## config.mk

```make
export PLATFORM = sky130hd
export DESIGN_NAME = sliding_window_stats
export DESIGN_NICKNAME = d
export VERILOG_FILES = /design/src/rtl/sliding_window_stats.sv
export SDC_FILE = /design/constraint.sdc
export NUM_CORES = 2
export LEC_CHECK = 0
export BUFFER_PORTS_ARGS = -buffer_cell sky130_fd_sc_hd__clkbuf_2
export CAP_MARGIN = 10
export CORE_ASPECT_RATIO = 0.9
export CORE_UTILIZATION = 65
export CTS_BUF_LIST = sky130_fd_sc_hd__clkbuf_2 sky130_fd_sc_hd__clkbuf_4 sky130_fd_sc_hd__clkbuf_8
export CTS_CLUSTER_DIAMETER = 30
export DETAILED_ROUTE_END_ITERATION = 12
export HOLD_SLACK_MARGIN = 0.03
export MAX_ROUTING_LAYER = met4
export PLACE_DENSITY_LB_ADDON = 0.12
export SYNTH_ARGS = -nofsm -noshare
export SYNTH_HDL_FRONTEND = slang
export SYNTH_SLANG_ARGS = --single-unit
```

## constraint.sdc

```tcl
create_clock -name CLK -period 10.1 [get_ports CLK]
set_input_delay 0.505 -clock CLK [delete_from_list [all_inputs] [get_ports CLK]]
set_output_delay 0.505 -clock CLK [all_outputs]
set_load 0.05 [all_outputs]
```

## src/rtl/sliding_window_stats.sv

```systemverilog
// Sliding-window sum and sum-of-squares over the last NA accepted samples.
//
// Ports:
//   CLK          rising-edge clock
//   RESET_N      synchronous active-low reset; also captures N into NA
//   SAMPLE       accepts TN on a rising edge when high
//   TN           unsigned sample value
//   N            requested window length; only captured at reset or CLEAR
//                (0 or values above MAX_DEPTH select MAX_DEPTH)
//   CLEAR        synchronous flush of the window and recapture of N; wins over SAMPLE
//   TSUM         sum of the samples currently in the window (registered)
//   TSUM_SQUARE  sum of squares of the samples currently in the window (registered)
//   COUNT        number of samples currently in the window (registered)
//   FULL         high when COUNT equals the active window length
module sliding_window_stats #(
    parameter int DATA_W    = 12,
    parameter int MAX_DEPTH = 14,
    localparam int CW       = $clog2(MAX_DEPTH + 1),
    localparam int SUM_W    = DATA_W + CW,
    localparam int SQ_W     = 2 * DATA_W + CW
) (
    input  logic              CLK,
    input  logic              RESET_N,
    input  logic              SAMPLE,
    input  logic [DATA_W-1:0] TN,
    input  logic [CW-1:0]     N,
    input  logic              CLEAR,
    output logic [SUM_W-1:0]  TSUM,
    output logic [SQ_W-1:0]   TSUM_SQUARE,
    output logic [CW-1:0]     COUNT,
    output logic              FULL
);

    localparam int            PW      = 2 * DATA_W;
    localparam logic [CW-1:0] DEPTH_C = CW'(MAX_DEPTH);

    typedef enum logic [1:0] {
        ST_EMPTY,
        ST_FILL,
        ST_FULL
    } state_t;

    state_t            state_q, state_d;
    logic [DATA_W-1:0] win_q [MAX_DEPTH];
    logic [DATA_W-1:0] win_d [MAX_DEPTH];
    logic [PW-1:0]     sq_q  [MAX_DEPTH];
    logic [PW-1:0]     sq_d  [MAX_DEPTH];
    logic [SUM_W-1:0]  tsum_q, tsum_d;
    logic [SQ_W-1:0]   tsq_q, tsq_d;
    logic [CW-1:0]     count_q, count_d;
    logic [CW-1:0]     na_q, na_d;

    logic [CW-1:0]     n_eff;
    logic [PW-1:0]     tn_sq;
    logic [DATA_W-1:0] old_s;
    logic [PW-1:0]     old_sq;

    always_comb n_eff = (N == '0 || N > DEPTH_C) ? DEPTH_C : N;

    always_comb tn_sq = PW'(TN) * PW'(TN);

    // Oldest sample still inside the active window (entry NA-1, pre-shift).
    always_comb begin
        old_s  = '0;
        old_sq = '0;
        for (int unsigned i = 0; i < MAX_DEPTH; i++) begin
            if (CW'(i) == na_q - CW'(1)) begin
                old_s  = win_q[i];
                old_sq = sq_q[i];
            end
        end
    end

    always_comb begin
        state_d = state_q;
        win_d   = win_q;
        sq_d    = sq_q;
        tsum_d  = tsum_q;
        tsq_d   = tsq_q;
        count_d = count_q;
        na_d    = na_q;

        if (CLEAR) begin
            for (int unsigned i = 0; i < MAX_DEPTH; i++) begin
                win_d[i] = '0;
                sq_d[i]  = '0;
            end
            tsum_d  = '0;
            tsq_d   = '0;
            count_d = '0;
            na_d    = n_eff;
            state_d = ST_EMPTY;
        end else if (SAMPLE) begin
            win_d[0] = TN;
            sq_d[0]  = tn_sq;
            for (int unsigned i = 1; i < MAX_DEPTH; i++) begin
                win_d[i] = win_q[i-1];
                sq_d[i]  = sq_q[i-1];
            end

            if (state_q == ST_FULL) begin
                // Add-new/subtract-oldest; the transient sum of NA+1 samples
                // still fits because 2^CW > MAX_DEPTH.
                tsum_d = tsum_q + SUM_W'(TN) - SUM_W'(old_s);
                tsq_d  = tsq_q + SQ_W'(tn_sq) - SQ_W'(old_sq);
            end else begin
                tsum_d  = tsum_q + SUM_W'(TN);
                tsq_d   = tsq_q + SQ_W'(tn_sq);
                count_d = count_q + CW'(1);
                state_d = (count_q + CW'(1) == na_q) ? ST_FULL : ST_FILL;
            end
        end
    end

    always_ff @(posedge CLK) begin
        if (!RESET_N) begin
            for (int unsigned i = 0; i < MAX_DEPTH; i++) begin
                win_q[i] <= '0;
                sq_q[i]  <= '0;
            end
            tsum_q  <= '0;
            tsq_q   <= '0;
            count_q <= '0;
            na_q    <= n_eff;
            state_q <= ST_EMPTY;
        end else begin
            win_q   <= win_d;
            sq_q    <= sq_d;
            tsum_q  <= tsum_d;
            tsq_q   <= tsq_d;
            count_q <= count_d;
            na_q    <= na_d;
            state_q <= state_d;
        end
    end

    assign TSUM        = tsum_q;
    assign TSUM_SQUARE = tsq_q;
    assign COUNT       = count_q;
    assign FULL        = (state_q == ST_FULL);

endmodule

```

* Word-level counts from Yosys, hierarchy flattened *
Index checks and enable logic that the tools add are counted.

storage, ports and cells
  memory bits (writable) = 0
  memories kept = 0
  bits of input ports = 20
  memory bits (read-only) = 0
  flip-flop bits (word level) = 558
  logic and storage cells = 98
  output and inout bits = 49
  latch bits = 0

cells by class
  multiplexer cells = 34
  magnitude comparators = 1
  add/sub/neg operators = 6
  reduce and logical (&&, ||, !) cells = 5
  bitwise operators = 2
  eq/ne operators = 16
  multipliers = 1
  shift operators = 0
  divide/modulo/power cells = 0

operator list
  operator                                                number
  two-way mux 24 bit                                      14
  two-way mux 12 bit                                      14
  adder 28 x 24 -> 28 bit                                 1
  two-way mux 28 bit                                      1
  subtractor 28 x 24 -> 28 bit                            1
  equality test 4 bit (first input constant)              6
  multiplier 12 x 12 -> 24 bit                            1
  adder 16 x 12 -> 16 bit                                 1
  equality test 3 x 4 -> 1 bit (first input constant)     4
  two-way mux 16 bit                                      1
  subtractor 16 x 12 -> 16 bit                            1
  two-way mux 4 bit                                       3
  equality test 2 x 4 -> 1 bit (first input constant)     2
  zero test 4 bit                                         2
  adder 4 x 1 -> 4 bit (second input constant)            1
  equality test 1 x 4 -> 1 bit (first input constant)     1
  equality test 4 bit                                     1
  > comparator 4 bit (second input constant)              1
  subtractor 4 x 1 -> 4 bit (second input constant)       1
  equality test 2 bit (second input constant)             1
  two-way mux 2 bit                                       1
  inequality test 2 x 1 -> 1 bit (second input constant)  1
  inverter 1 bit                                          2
  AND reduction 2 bit                                     1
  other kinds (2)                                         2

* Depth between registers and ports, before layout *
  depth in word-level cells = 18
  mapped depth = 39

* Least setup slack after synthesis *
Ideal clock, no wire load.

  path kind = input to register
  start point = in TN[6]
  end point = reg tsq_q[23], in the netlist TSUM_SQUARE[23]
  data required time = 9.963 ns
  arrival time = 8.125 ns
  slack = 1.839 ns
  cell stages on the path = 35
  buffers on the path = 2
  cells stage by stage = clkbuf_1 > nand2_1 > fa_1 > inv_1 > fa_1 > fa_1 > fa_1 > inv_1 > fa_1 > inv_1 > ha_1 > or2_2 > a21oi_1 > a21oi_1 > a41oi_1 > a21boi_0 > ha_1 > clkbuf_1 > a22o_1 > nor3_1 > and3_1 > nand2_1 > and2_1 > xor2_1 > ha_1 > o21ai_0 > nand2_1 > and4_1 > a211oi_2 > maj3_1 > a21boi_2 > o21ai_0 > maj3_1 > xnor2_1 > a31oi_1

between the ends
  cells in the longest elaborated chain, start to end = 4

ends and longest elaborated chain
  item                            RTL line  RTL
  start: declaration              25        input logic [DATA_W-1:0] TN,
  multiplier 12 x 12 -> 24 bit *  60        always_comb tn_sq = PW'(TN) * PW'(TN);
  via tn_sq[15]                   54        logic [PW-1:0] tn_sq;
  adder 28 x 24 -> 28 bit *       105, 108
  subtractor 28 x 24 -> 28 bit    105       tsq_d = tsq_q + SQ_W'(tn_sq) - SQ_W'(old_sq);
  two-way mux 28 bit *            101       if (state_q == ST_FULL) begin
  end signal: assignment          130       tsq_q <= tsq_d;
  end: declaration                49        logic [SQ_W-1:0] tsq_q, tsq_d;

The timed path passes the listed nets; every way through them passes the cells marked *.
A chain may end at the register's enable or synchronous reset.

* Final worst setup path *
  start point = in TN[2]
  end point = reg tsq_q[23], in the netlist TSUM_SQUARE[23]

Same word-level chain as after synthesis.

==> summary.md <==
| Metric | Value |
|---|---|
| Reg2reg start | `na_q[0]$_SDFFCE_PP0P_` |
| Clock skew | `0.0404 ns` |
| Total grt overflow | `0` |
| Cell Area, Synth | `29500 sq um` |
| Syn-to-layout area delta | `11.2%` |
| Highest-delay cell along the critical path | `fa_1` |
| Total number of H-tree levels | `3` |
| Maxcap violations | `0` |
| R2r setup slk | `3.30 ns` |
| Total Neg Setup Slack | `0 ns` |
| Synth Register Bits | `530` |
| Ports | `just under 70` |
| Number of global-route vias before repair | `around 24000` |
| Worst hold endpoint | `na_q[1]$_SDFFCE_PP1P_` |
| Number of antenna violations at the first check in global routing | `1` |
| DRT Wirelength | `81.4 mm` |
| RSZ-0062 raised after global routing | `false` |
| Period utilization | `a little over four fifths` |
| CP dominant cell by count | `fa_1` |
| Place WS | `1.01 ns` |
| Largest net degree at the start of global routing | `162` |
| R2R Path End | `TSUM_SQUARE[24]$_SDFFE_PP0P_` |
| Ranking of synthesized cells by area | `dfxtp_1 (36%), mux2i_1 (16%), nor2_1 (7.5%), ha_1 (5.5%), fa_1 (5.5%)` |
| Post-synth top area share | `35.7%` |
| Worst R2R Path Depth | `23` |
| Clk buf depth | `3` |
| Routed vias | `24400` |
| Syn. warnings | `0` |
| Initial core utilization | `66.3%` |
| Compound-gate portion of the synthesized area | `13.8%` |
| Setup crit end kind | `flop` |
| Mux cell area share after synthesis | `16.7%` |
| First-pass detailed-route iteration total | `8` |
| Leak | `14.1 nW` |
| ANT cells | `0` |
| Seq/Total Area, Yosys | `36.1%` |
| Die Width | `226 um` |
| Layout cells sized above 1 | `10.5%` |
| Post-DP HPWL | `53.1 mm` |
| DR DRC count | `0` |
| Chip Height | `between 200 and 250 um` |
| Max-slew headroom | `21.2%` |
| Row Count | `73` |
| Max-slew violations | `0` |
| Mean Syn Cell Area | `9.03 sq um` |
| VDD IR max | `0.000459 V` |
| IO buf count | `68` |
| Cell variety after synth | `85` |
| Synth Flop Type | `dfxtp_1` |
| First-pass GRT wire length | `128 mm` |
| Worst slew pin tran | `1.18 ns` |
| Core Area | `44500 sq um` |
| Post-Synth Adder-Cell Area | `11.1%` |
| Final Critical Period | `8.48 ns` |
| Final setup viols | `0` |
| Synth area leader | `dfxtp_1` |
| CP Data Arrival Time | `approximately 9 ns` |
| Async S/R FF share, synth | `0%` |
| CTS tree | `built` |
| Clk sinks | `530` |
| Die footprint | `46200 sq um` |
| Hold Crit Class | `in -> reg` |
| Number of synthesized flops with an enable pin | `4` |
| Final ANT Viol Nets | `0` |
| Commonest cells post-synth | `nor2_1 (592), dfxtp_1 (526), mux2i_1 (483)` |
| CP startpoint kind | `input port` |
| Worst Path Max Fanout | `16` |
| Hold_sp | `N[1]` |
| Worst Hold Depth | `2` |
| DR iter-0 viols | `1908` |
| GR Util All Layers | `roughly 36%` |
| Clk slew on worst S/H paths | `0.05 ns` |
| Post-synthesis xor/xnor area fraction | `under 10%` |
| Vias/cell | `6.16` |
| Critical Path RT | `10.62 ns` |
| Post_cts resized | `0` |
| Fin worst setup slack | `1.62 ns` |
| Crit Path Category | `in -> reg` |
| Synth Instances | `~3300` |
| Status | `complete, no violations` |
| Final core utilization | `73.7%` |
| Main combinational cell family by area after synthesis | `multiplexers` |
| Synth Area in Simple Gates | `15.1%` |
| Slowest stage delay, CP | `about 0.59 ns` |
| Routability Congestion | `between 0.9 and 1` |
| Root Buffer | `clkbuf_8` |
| Worst setup path start | `TN[2]` |
| Top-count cell post-synth | `nor2_1` |
| Fmax | `0.118 GHz` |
| PD cells | `336 nW/um^2` |
| Fin. Hold Viols | `0` |
| Setup bufs post-CTS | `0` |
| Worst-Skew Late Latency | `0.73 ns` |
| WL per Instance | `20.6 um` |
| TritonCTS buffer count | `106` |
| Nets | `3501` |
| # hold bufs at CTS | `0` |
## worst max path at each step
stage	to	cells past startpoint	slack [ns]
after floorplan	TSUM_SQUARE[23]$_SDFFE_PP0P_	35	1.84
after global placement	TSUM_SQUARE[23]$_SDFFE_PP0P_	35	1.23
after detailed placement	TSUM_SQUARE[25]$_SDFFE_PP0P_	34	1.01
after CTS	TSUM_SQUARE[25]$_SDFFE_PP0P_	34	1.69
after global routing	TSUM_SQUARE[25]$_SDFFE_PP0P_	33	1.11
final	TSUM_SQUARE[23]$_SDFFE_PP0P_	35	1.62
## registers in the layout, indices dropped and copies added, names as in the netlist
| register | flops |
|---|---|
| TSUM_SQUARE | 28 |
| win_q | 168 |
| na_q | 4 |
| sq_q | 308 |
| state_q | 2 |
| COUNT | 4 |
| TSUM | 16 |
## kinds of logic (layout without fill, tap and decap cells)
| group | count (synthesis) | in the layout |
|---|---|---|
| AND/OR/NAND/NOR | 1006 | 1006 |
| buffers and inverters | 368 | 464 |
| other | 1 | 2 |
| XOR/XNOR | 84 | 84 |
| multiplexers | 490 | 490 |
| AO/OA/AOI/OAI | 572 | 572 |
| adder cells (fa/ha/maj) | 213 | 213 |
| flip-flops | 530 | 530 |
## report_power, final
group	switching, mW	leakage (nW)	total, mW	internal [mW]
Clock	1.02	1.34	2.65	1.63
Combinational	3.71	8.49	6.14	2.42
Sequential	0.0799	4.28	2.23	2.15
Total	4.81	14.1	11.0	6.20
## final cells by class
class	instances	area (sq um)
clock buffer	134	1760
clock inverter	65	865
fill	3306	11700
inverter	159	604
multi-input combinational	2367	17500
sequential	530	10700
tap	600	751
timing repair buffer	106	648
## worst max-delay path, delay by kind of cell
kind / cells / cell delay, ns
xor gates and xnor gates: 2 / 0.32
and+or+nand+nor: 8 / 1.46
buffers and inverters: 5 / 0.47
adders and majority gates: 10 / 4.43
AOI/OAI and AO/OA: 10 / 1.79
## placed cells by master (no fill, tap or decap), drive strengths merged, types with 25 or more instances in the layout
cell type  instances
xnor2             65
fa                81
a221oi            40
a22o              39
a22oi             89
and2              62
clkbuf           201
mux2i            483
nor2             593
inv              164
o21ai             82
buf               39
ha               130
nor3              50
nand3             50
nand2            130
dfxtp            526
and3              33
a21o              25
clkinv            31
a21oi            122
## layer usage
metal | track usage [%] | vias up | share of wire [%]
met2 | 57.9 | 846 | 47
met1 | 44.6 | 11900 | 42
met3 | 6.84 | 188 | 6.9
li1 | - | 11500 | -
met5 | - | - | 0
met4 | 16.2 | 0 | 3.9
## stage by stage
stage,cell area [sq um],cells,power (mW),hold WS [ns]
detailed placement,30100,3762,8.21,0.478
CTS,32800,3961,10.9,0.0654
floorplan,29500,3265,6.95,0.458
global placement,30100,3762,8.10,0.455
finish,32800,3961,11.0,0.0965
global route,32800,3961,11.7,0.0870
No activity file was read; power rests on OpenSTA's default activity.
